**config.mk**
```make
export PLATFORM = sky130hd
export DESIGN_NAME = load_store_unit
export DESIGN_NICKNAME = d
export VERILOG_FILES = /design/src/rtl/load_store_unit.sv
export SDC_FILE = /design/constraint.sdc
export NUM_CORES = 1
export LEC_CHECK = 0
export ABC_AREA = 1
export CAP_MARGIN = 0
export CORE_AREA = 2 2 161 163
export DETAILED_ROUTE_END_ITERATION = 7
export DIE_AREA = 0 0 163 165
export PLACE_DENSITY = 0.76
export SETUP_SLACK_MARGIN = 0.2
export SKIP_CTS_REPAIR_TIMING = 1
export SLEW_MARGIN = 0
export SYNTH_ARGS = -nofsm -noshare
export SYNTH_HDL_FRONTEND = slang
export SYNTH_SLANG_ARGS = --single-unit
```
**constraint.sdc**
```tcl
create_clock -name Clk -period 3.9 [get_ports Clk]
set_input_delay 0.975 -clock Clk [delete_from_list [all_inputs] [get_ports Clk]]
set_output_delay 0.975 -clock Clk [all_outputs]
set_load 0.1 [all_outputs]
```
**src/rtl/load_store_unit.sv**
```systemverilog
// Single-port load/store front end for a DEPTH x 64-bit word memory.
// Requests are range/alignment checked, then issued as one memory strobe.
module load_store_unit #(
  parameter int DEPTH = 32,
  parameter int CNT_W = 16
) (
  input  logic             Clk,
  input  logic             Rst_n,
  input  logic             ReqValid,
  output logic             ReqReady,
  input  logic             ReqWrite,
  input  logic [63:0]      ReqAddr,
  input  logic [63:0]      ReqData,
  output logic             RspValid,
  input  logic             RspReady,
  output logic [63:0]      RspData,
  output logic             RspError,
  output logic [63:0]      MemAddress,
  output logic [63:0]      MemDataInput,
  output logic             MemWrite,
  output logic             MemRead,
  input  logic [63:0]      MemDataOutput,
  output logic [CNT_W-1:0] OpCount
);

  localparam logic [2:0] IDLE  = 3'd0;
  localparam logic [2:0] WRITE = 3'd1;
  localparam logic [2:0] READ  = 3'd2;
  localparam logic [2:0] WAIT  = 3'd3;
  localparam logic [2:0] RESP  = 3'd4;

  logic [2:0]       state_q, state_d;
  logic             ready_q, ready_d;
  logic [63:0]      addr_q, addr_d;
  logic [63:0]      wdata_q, wdata_d;
  logic [63:0]      rsp_data_q, rsp_data_d;
  logic             rsp_error_q, rsp_error_d;
  logic [CNT_W-1:0] op_count_q, op_count_d;

  logic        accept;
  logic [63:0] req_index;
  logic        req_error;

  // Index is zero-extended to 64 bits so no upper address bit escapes the range check.
  assign req_index = {3'b000, ReqAddr[63:3]};
  assign req_error = (ReqAddr[2:0] != 3'b000) || (req_index >= 64'(DEPTH));
  assign accept    = ReqValid && ReqReady;

  always_comb begin
    state_d     = state_q;
    ready_d     = 1'b1;
    addr_d      = addr_q;
    wdata_d     = wdata_q;
    rsp_data_d  = rsp_data_q;
    rsp_error_d = rsp_error_q;
    op_count_d  = op_count_q;
    case (state_q)
      IDLE: begin
        if (accept) begin
          addr_d      = req_index;
          wdata_d     = ReqData;
          rsp_data_d  = 64'd0;
          rsp_error_d = req_error;
          if (req_error)     state_d = RESP;
          else if (ReqWrite) state_d = WRITE;
          else               state_d = READ;
        end
      end
      WRITE: state_d = RESP;
      READ:  state_d = WAIT;
      // Memory registered its data on the READ edge, so it is valid throughout WAIT.
      WAIT: begin
        rsp_data_d = MemDataOutput;
        state_d    = RESP;
      end
      RESP: begin
        if (RspReady) begin
          state_d    = IDLE;
          op_count_d = op_count_q + CNT_W'(1);
        end
      end
      default: state_d = IDLE;
    endcase
  end

  // ready_q keeps ReqReady low during reset and raises it on the first edge afterwards.
  always_ff @(posedge Clk or negedge Rst_n) begin
    if (!Rst_n) begin
      state_q     <= IDLE;
      ready_q     <= 1'b0;
      addr_q      <= 64'd0;
      wdata_q     <= 64'd0;
      rsp_data_q  <= 64'd0;
      rsp_error_q <= 1'b0;
      op_count_q  <= '0;
    end else begin
      state_q     <= state_d;
      ready_q     <= ready_d;
      addr_q      <= addr_d;
      wdata_q     <= wdata_d;
      rsp_data_q  <= rsp_data_d;
      rsp_error_q <= rsp_error_d;
      op_count_q  <= op_count_d;
    end
  end

  assign ReqReady     = ready_q && (state_q == IDLE);
  assign RspValid     = (state_q == RESP);
  assign RspData      = rsp_data_q;
  assign RspError     = rsp_error_q;
  assign MemWrite     = (state_q == WRITE);
  assign MemRead      = (state_q == READ);
  assign MemAddress   = ((state_q == WRITE) || (state_q == READ)) ? addr_q : 64'd0;
  assign MemDataInput = (state_q == WRITE) ? wdata_q : 64'd0;
  assign OpCount      = op_count_q;

endmodule

```
Word-level counts from Yosys, hierarchy flattened

Cells that the tools add are included.

Register bits: 210
Logic and storage cells: 36
Input bits: 197

$lt $le $gt $ge: 1
Reductions and logical operators: 12
$add $sub $neg: 1
Mux-type cells: 9
Equality and inequality tests: 6

Operators with widths:

| cell                                                                | number |
|---|---|
| 2-to-1 mux 64 bit                                                   | 2 |
| one-hot mux 64 bit (2 select lines)                                 | 1 |
| greater-or-equal comparator 61 x 6 -> 1 bit (second input constant) | 1 |
| 2-to-1 mux 61 bit                                                   | 1 |
| adder 16 x 1 -> 16 bit (second input constant)                      | 1 |
| one-hot mux 3 bit (4 select lines)                                  | 1 |
| 2-to-1 mux 3 bit                                                    | 3 |
| AND reduction 2 bit                                                 | 4 |
| equality test 3 x 2 -> 1 bit (second input constant)                | 2 |
| equality test 3 x 1 -> 1 bit (second input constant)                | 1 |
| equality test 3 bit (second input constant)                         | 1 |
| zero test 3 bit                                                     | 1 |
| nonzero test 3 bit                                                  | 1 |
| logical AND 1 bit                                                   | 2 |
| logical OR 1 bit                                                    | 2 |
| 2-to-1 mux 2 bit                                                    | 1 |
| != test 2 x 1 -> 1 bit (second input constant)                      | 1 |
| != test 2 bit (second input constant)                               | 1 |
| nonzero test 2 bit                                                  | 1 |
| OR reduction 2 bit                                                  | 1 |

Depth between registers and ports, before layout

Depth in word-level cells: 5
Mapped depth: 10
Depth with buffers taken out: 10

Least setup slack after synthesis

No wires, ideal clock.

Path kind: reg2out
Start point: register state_q[2]
End point: output port MemAddress[0]
Arrival: 4455 ps
Stages on the path, launching flop included: 7
Path buffers: 1
Setup slack: -1530 ps
Cells stage by stage: dfrtp_1 nor3_1 inv_1 nand2_1 inv_2 buf_2 nor2_1

Word-level cells in the longest chain between the ends: 3

Ends and longest elaborated chain:

| item                         | line | source |
|---|---|---|
| start: declaration           | 32   | `logic [2:0] state_q, state_d;` |
| start signal: assignment     | 97   | `state_q <= state_d;` |
| equality test 3 x 2 -> 1 bit | n/a  |  |
| net MemRead                  | 21   | `output logic MemRead,` |
| logical OR 1 bit             | 113  | `assign MemAddress = ((state_q == WRITE) \|\| (state_q == READ)) ? addr_q : 64'd0;` |
| 2-to-1 mux 61 bit            | 113  |  |
| end: declaration             | 18   | `output logic [63:0] MemAddress,` |

The timed path passes the listed nets, and every way through them passes these cells.

Final worst setup path

Start point: register state_q[2]
End point: output port MemAddress[1]

Word-level cells in the longest chain between the ends: 3

Ends and longest elaborated chain:

| item                                                                                | line |
|---|---|
| equality test 3 x 1 -> 1 bit / equality test 3 x 2 -> 1 bit (equally long branches) | 113 |
| logical OR 1 bit *                                                                  | 113 |
| 2-to-1 mux 61 bit *                                                                 | 113 |

Every way passes the cells marked *; elsewhere a longest branch is shown, timed or not.

==> impl_metrics.json <==
{
  "yosys.area.top_type": "dfrtp_1",
  "vias": 8494,
  "syn_to_final_growth_pct": 60.9,
  "fin_crit_ns": 3.46,
  "holdWs_ns": 0.475,
  "swShare_pct": 32.2,
  "start_kind": "register",
  "r2r-end": "addr_q[16]$_DFFE_PN0P_",
  "post-route-util_pct": 60.4,
  "switching_power_mw": 2.41,
  "critPathMaxFanout": 59,
  "synth_seq_cells": 210,
  "nets": 1714,
  "cts-root-buf": "clkbuf_16",
  "final.setup_skew_ns": 0.00819,
  "rrSetupSlack_ns": 1.71,
  "fp.dieH_um": 165,
  "power.clock.fraction_pct": 34.5,
  "drt.antenna.violating_nets": 0,
  "peakVddDrop_mv": 0.322,
  "die-area_sq_um": 26900,
  "core_area_sq_um": 25000,
  "cts_made_buffers": 24,
  "synthCells": 1135,
  "rsz0062_at_grt": "false",
  "cap_violations": 0,
  "cp-endpoint": "MemAddress[1]",
  "hold_violations": 0,
  "fmaxAchievable_ghz": 0.289,
  "clk-insertion-delay-late_ns": 0.51,
  "p_per_area_nw_per_um2": 496,
  "port_buffers": 406,
  "hold_class": "reg2reg",
  "setup_viol": 0,
  "grt_max_degree": 102,
  "routed_wirelength_um": 29200,
  "cts-htree-levels": 1,
  "seq_power_share_pct": 40.4,
  "slew_headroom_pct": 31.1,
  "critical_path_required_ns": 2.92,
  "min_period_over_period_pct": 88.7,
  "syn_area_sq_um": 9400,
  "clk_pin_slew_worst_paths_ns": 0.06,
  "synth_edf_count": 0,
  "drtIter0Drc": 463,
  "drt_pass1_iterations": 5,
  "cp-startpoint": "state_q[2]$_DFFE_PN0P_",
  "crit_arrival_ns": 2.49,
  "register_area_sq_um": 5260,
  "fp.dieW_um": 163,
  "seq_area_frac_synth_pct": 55.9,
  "clock_path_buffers": 3,
  "cts_tree": "done",
  "syn_area_per_cell_sq_um": 8.28,
  "gp_congestion": 0.840,
  "status": "completed",
  "yosysWarnings": 0,
  "multiInputGateArea_sq_um": 3080,
  "async_flop_share_pct": 100,
  "drc": 0,
  "reg2reg_depth": 8,
  "leakage_nw": 7.01,
  "comb_power_share_pct": 25.0,
  "drive_gt1_share_pct": 17.2,
  "critPathCaptureType": "output pin",
  "synth.top_cell.area_share_pct": 55.9,
  "avgRoutedWirePerCell_um": 15.7,
  "max_slew.worst_pin.slew_ns": 1.03,
  "dp_hpwl_um": 21900,
  "diodes": 0,
  "antenna_found_initial": 0,
  "drv_slew": 0,
  "grt_use_total_pct": 21.1,
  "rows": 58,
  "initial_utilization_pct": 37.5,
  "synth_ff_type": "dfrtp_1",
  "worst-setup-path-type": "reg2out",
  "synth_cell_type_count": 27,
  "routed_via_density": 4.56,
  "io_pins": 410,
  "fillers": 2082,
  "clock-sinks": 210,
  "synthTopCellsByArea": "dfrtp_1 (56%), inv_1 (8.4%), o21ai_0 (7.7%)",
  "p_int_mw": 5.09,
  "overflow": 0,
  "r2r_start": "state_q[1]$_DFFE_PN0P_",
  "grt_pass1_vias": 8457,
  "grt_pass1_wl_um": 44500
}
## cell usage in the layout (no fill, tap or decap), types with 6 or more instances in the layout
master / count
clkdlybuf4s50_1: 274
dfrtp_1: 210
inv_1: 210
nand2_1: 178
o21ai_0: 145
nor2_1: 111
buf_4: 77
nand3_1: 70
buf_12: 65
nor2_2: 63
o21ai_1: 47
clkbuf_16: 25
clkinv_2: 7
bufinv_16: 7
xor2_1: 6
## cells in the mapped netlist (6+ instances only)
library cell / count
buf_4: 10
nand3_1: 71
nand2_1: 178
inv_1: 211
dfrtp_1: 210
nor2_1: 173
buf_6: 18
o21ai_1: 47
clkbuf_1: 11
buf_2: 22
xor2_1: 6
o21ai_0: 145
## routing by layer
| layer | up-vias | wire length [um] | GRT usage, % |
|---|---|---|---|
| met2 | 345 | 14700 | 37.6 |
| met4 | 0 | 1060 | 8.05 |
| met1 | 3889 | 11000 | 24.3 |
| met3 | 60 | 2420 | 5.85 |
| li1 | 4200 | - | - |
| met5 | - | 0 | 0 |
## area by class of cell
class                           instances  share of cell area, %
Clock buffer                           27                   4.32
Inverter                              214                   5.36
Tap cell                              330                   2.73
Multi-Input combinational cell        649                   20.3
Timing Repair Buffer                  417                   30.7
Sequential cell                       210                   34.8
Clock inverter                         17                   1.80
## through the flow
step	cells	total power, mW	cell area (sq um)	setup TNS [ns]	worst slack, ns
after floorplan	1137	4.31	9560	-21.35	-0.210
after global placement	1820	4.88	14200	0	1.03
after detailed placement	1820	4.95	14200	0	0.981
after CTS	1864	7.58	15100	0	0.424
after global routing	1864	7.92	15100	0	0.285
final	1864	7.50	15100	0	0.440
## critical path, cell delays in order (launching register included)
cell and delay [ns]:
dfrtp_1 0.45, inv_2 0.09, nand2_1 0.10, nor2_2 0.05
inv_2 0.06, nand2_1 0.06, clkinv_2 0.07, buf_4 0.69
nor2_2 0.11, buf_12 0.21
## power groups by stage
stage	clock [mW]	sequential, mW	combinational (mW)
final	2.59	3.03	1.88
after CTS	2.65	3.03	1.90
after global routing	2.73	3.10	2.09
after global placement	0	3.04	1.83
after floorplan	0	3.26	1.05
after detailed placement	0	3.07	1.88
## registers in the layout, summed over array words and instances (netlist names)
name,cells
RspData,64
wdata_q,64
addr_q,61
OpCount,16
state_q,3
RspError,1
ready_q,1
## logic make-up (layout without fill, tap and decap cells)
logic type,Yosys count,after routing,share of synthesized area [%]
xor+xnor,11,11,1.03
other cells,2,4,0.0799
fa+ha+maj,1,1,0.133
buf+inv,278,675,13.3
compound gates,196,196,10.4
simple gates,437,437,19.1
flops,210,210,55.9
## worst min path at each step
stage | startpoint | endpoint | slack, ns | cells past startpoint
final | OpCount[15]$_DFFE_PN0P_ | OpCount[15]$_DFFE_PN0P_ | 0.48 | 1
after detailed placement | RspError$_DFFE_PN0P_ | RspError$_DFFE_PN0P_ | 0.47 | 2
after global routing | addr_q[60]$_DFFE_PN0P_ | addr_q[60]$_DFFE_PN0P_ | 0.51 | 2
after global placement | OpCount[15]$_DFFE_PN0P_ | OpCount[15]$_DFFE_PN0P_ | 0.47 | 1
after floorplan | addr_q[48]$_DFFE_PN0P_ | addr_q[48]$_DFFE_PN0P_ | 0.46 | 2
after CTS | OpCount[15]$_DFFE_PN0P_ | OpCount[15]$_DFFE_PN0P_ | 0.48 | 1
Note: power is estimated with default switching activity, not from simulation.
==> patch 1, RTL diff (config.mk and constraints unchanged) <==
Make the reset (`Rst_n`) synchronous in one clocked block.
--- a/src/rtl/load_store_unit.sv
+++ b/src/rtl/load_store_unit.sv
@@ -84,7 +84,7 @@
   end
 
   // ready_q keeps ReqReady low during reset and raises it on the first edge afterwards.
-  always_ff @(posedge Clk or negedge Rst_n) begin
+  always_ff @(posedge Clk) begin
     if (!Rst_n) begin
       state_q     <= IDLE;
       ready_q     <= 1'b0;
Check against the original RTL: differs if Rst_n is asserted again (counterexample within 4 cycles, from zero or initial values and one cycle with Rst_n low); with Rst_n held inactive, the same outputs for 10 cycles.
==> patch 1 against the original RTL <==
  * Final area fell by 11%
  * Power fell by 1.8%
  * Worst setup slack got worse by 0.11 ns
  * Sequential cell count did not move
  * Wire length rose by 3.1%
  * Combinational power rose by 40%
  * Maximum frequency fell by 3.0%
  * Synthesized area fell by 5.7%
  * Largest cell class unchanged
==> patch 1: results (changes against the original RTL) <==
hold path startpoint wdata_q[49] (was OpCount[15]); Buffers, non-clock 423 (was 417); Flop pwr share 0.348 (was 0.404); setup ws final 0.332 ns (was 0.440 ns); run status finished, final reports clean (unchanged); Synth cell types 31 (was 27); compound-gate portion of the synthesized area 0.197 (was 0.104); fillers 2339 (was 2082); Top Consumer combinational logic (was registers); Detailed Route WL 30100 microns (was 29200 microns); first-pass GRT wire length 45700 microns (was 44500 microns); nets 1752 (was 1714); dpl ws 0.879 ns (was 0.981 ns); area share of xor/xnor cells in the synthesized design 0.00198 (was 0.0103); Post-Synth Adder-Cell Area 0.00141 (was 0.00133); largest net degree at the start of global routing 77 (was 102); dpl cell area 0.0127 sq mm (was 0.0142 sq mm); clkbuf count 37 (was 27); Worst VDD drop 390 uV (was 322 uV); asr flop ratio synth 0 (was 1.00); slowest CP cell inv_2 (was buf_4); CP startpoint state_q[2] (unchanged); worst-margin pin slew 1.05 ns (was 1.03 ns); clock-cell share of area 0.0566 (was 0.0613); antenna violations before repair 1 (was 0); ranking of synthesized cells by area dfxtp_1 (47%), a21oi_1 (12%), nor2_1 (7.6%), o21ai_0 (7.6%), inv_1 (6.2%) (was dfrtp_1 (56%), inv_1 (8.4%), o21ai_0 (7.7%), nand2_1 (7.1%), nor2_1 (6.9%)); number of DRC markers in iteration 0 616 (was 463); Leak 5.04 nW (was 7.01 nW); Net Sw Frac 0.403 (was 0.322); Final ANT Viol Nets 0 (unchanged); most frequent cells after synthesis dfxtp_1 (210), a21oi_1 (207), nor2_1 (180) (was inv_1 (211), dfrtp_1 (210), nand2_1 (178)); Die Area 0.0269 sq mm (unchanged); skew final 0.00553 ns (was 0.00819 ns); ANT cells 1 (was 0); Crit path arrival time 2.59 ns (was 2.49 ns); fraction of area in registers 0.313 (was 0.348); vias per inst 4.91 (was 4.56); Critical Path Sink MemAddress[28] (was MemAddress[1]); multi-input logic area 0.00360 sq mm (was 0.00308 sq mm); gp weighted congestion 0.849 (was 0.840); Clk. pwr 0.00217 W (was 0.00259 W); Non-CTS inverters 149 (was 214); Final non-clock buffer share 0.290 (was 0.307); Multi-In Gates 746 (was 649); HPWL Detailed 21200 microns (was 21900 microns); Seq/Total Area, Yosys 0.474 (was 0.559); Power Density 548 mW/mm^2 (was 496 mW/mm^2); R2R setup slack 1.21 ns (was 1.71 ns); reg-to-reg startpoint state_q[0] (was state_q[1]); Hold EP wdata_q[49] (was OpCount[15]); R2R Path End wdata_q[45] (was addr_q[16]); vias in the first global route 8728 (was 8457); fraction of layout cells with a size suffix above 1 0.131 (was 0.172); CP max FO 61 (was 59); total track usage 0.211 (about the same); worst hold path depth 2 (was 1); clk slew on worst S/H paths 0.06 ns (about the same)
[patch 1: worst max-delay path: cells and delay by family, from the launching register on]
kind	cells	cell delay (ns)
and+or+nand+nor	4	0.59
DFF	1	0.41
buffers and inverters	3	1.03
[patch 1: layer usage]
layer,up-vias,track usage,wire length [microns]
li1,4656,-,-
met1,4217,0.241,11700
met2,395,0.362,14200
met5,-,0,0
met3,63,0.0708,2920
met4,0,0.0849,1190
[patch 1: stage by stage]
| step | instances | total power (W) | hold WS (ns) |
|---|---|---|---|
| 6_report | 1900 | 0.00736 | 0.452 |
| 5_1_grt | 1900 | 0.00771 | 0.468 |
| 3_5_place_dp | 1858 | 0.00523 | 0.444 |
| 2_1_floorplan | 1207 | 0.00459 | 0.430 |
| 4_1_cts | 1899 | 0.00742 | 0.453 |
| 3_3_place_gp | 1858 | 0.00520 | 0.439 |
==> patch 2, RTL diff (config.mk and constraints unchanged) <==
Made on the original files. Set the parameter `DEPTH` to 16 (it was 32).
--- a/src/rtl/load_store_unit.sv
+++ b/src/rtl/load_store_unit.sv
@@ -1,7 +1,7 @@
 // Single-port load/store front end for a DEPTH x 64-bit word memory.
 // Requests are range/alignment checked, then issued as one memory strobe.
 module load_store_unit #(
-  parameter int DEPTH = 32,
+  parameter int DEPTH = 16,
   parameter int CNT_W = 16
 ) (
   input  logic             Clk,
Behaviour: not the same (Yosys sat finds a counterexample within 4 cycles, from zero or initial values and one cycle with Rst_n low).
==> patch 2 against the original RTL <==
  * Wire length rose by 0.26%
  * Critical path depth did not move
  * Sequential cell count unchanged
  * Hold slack gained 0.0087 ns
  * Power decreased by 3.6%
  * Clock power decreased by 10%
  * Synthesized area grew 0.28%
  * Worst setup slack improved by 0.064 ns
  * Final area shrank 1.5%
  * Critical path type unchanged
==> patch 2: results (changes against the original RTL) <==
run status finished, final reports clean (unchanged); Logic pwr share 0.258 (was 0.250); fillers 2169 (was 2082); Seq/Total Area, Yosys 0.558 (was 0.559); placed insts 1834 (was 1820); Worst VDD drop 261 uV (was 322 uV); worst-margin pin slew 1.12 ns (was 1.03 ns); total track usage 0.212 (was 0.211); CTS buffer count 25 (was 24); Synth cell types 31 (was 27); total power 0.00723 W (was 0.00750 W); Post-Synth Adder-Cell Area 0.00133 (about the same); DRT met1 WL 11700 microns (was 11000 microns); Clk. pwr 0.00233 W (was 0.00259 W); first-pass GRT wire length 45000 microns (was 44500 microns); nets 1729 (was 1714); worst hold path depth 2 (was 1); dpl cell area 0.0141 sq mm (was 0.0142 sq mm); skew final 0.0134 ns (was 0.00819 ns); M2 GR Usage 0.363 (was 0.376); HPWL Detailed 21700 microns (was 21900 microns); largest net degree at the start of global routing 129 (was 102); Crit path arrival time 2.42 ns (was 2.49 ns); met2 wire length 14500 microns (was 14700 microns); H-tree depth 1 (unchanged); gp weighted congestion 0.871 (was 0.840); ranking of synthesized cells by area dfrtp_1 (56%), inv_1 (8.3%), o21ai_0 (7.4%), nand2_1 (7.3%), nor2_1 (7.0%) (was dfrtp_1 (56%), inv_1 (8.4%), o21ai_0 (7.7%), nand2_1 (7.1%), nor2_1 (6.9%)); crit-path max cell delay 0.47 ns (was 0.69 ns); Avg Cell Area, Syn 8.22 sq um (was 8.28 sq um); Net Sw Frac 0.328 (was 0.322); Detailed Route WL 29300 microns (was 29200 microns); DR pass1 iterations 6 (was 5); synthesis-to-finish area growth 58.0% (was 60.9%); fraction of layout cells with a size suffix above 1 0.165 (was 0.172)
## patch 2: changes by cell type after synthesis, sizes merged, moves of 2 or more
cell	before	now
nor3	2	6
nor2	178	180
nand3	72	74
buf	53	50
clkbuf	11	14
a21oi	4	2
inv	214	211
nand2	181	186
## patch 2: worst paths after layout
kind / from / endpoint / slack, ns
hold / removal: RspError / RspError / 0.48
max in group asynchronous: Rst_n / wdata_q[26] / 2.49
setup reg to reg: state_q[0] / wdata_q[1] / 1.72
hold reg to reg: RspError / RspError / 0.48
setup / recovery: state_q[2] / MemAddress[55] / 0.50
min in group asynchronous: Rst_n / addr_q[20] / 0.54
## patch 2: cell type report
class,count,share of cell area
clock buffer,34,0.0470
clock inverter,7,0.00781
inverter,211,0.0537
multi-input combinational,664,0.212
sequential,210,0.353
tap,330,0.0277
timing repair buffer,419,0.299
## patch 2: worst min-delay path, delay by kind of cell, from the launching register on
family | cells | cell delay, ns
flip-flops | 1 | 0.35
AND/OR/NAND/NOR | 2 | 0.10
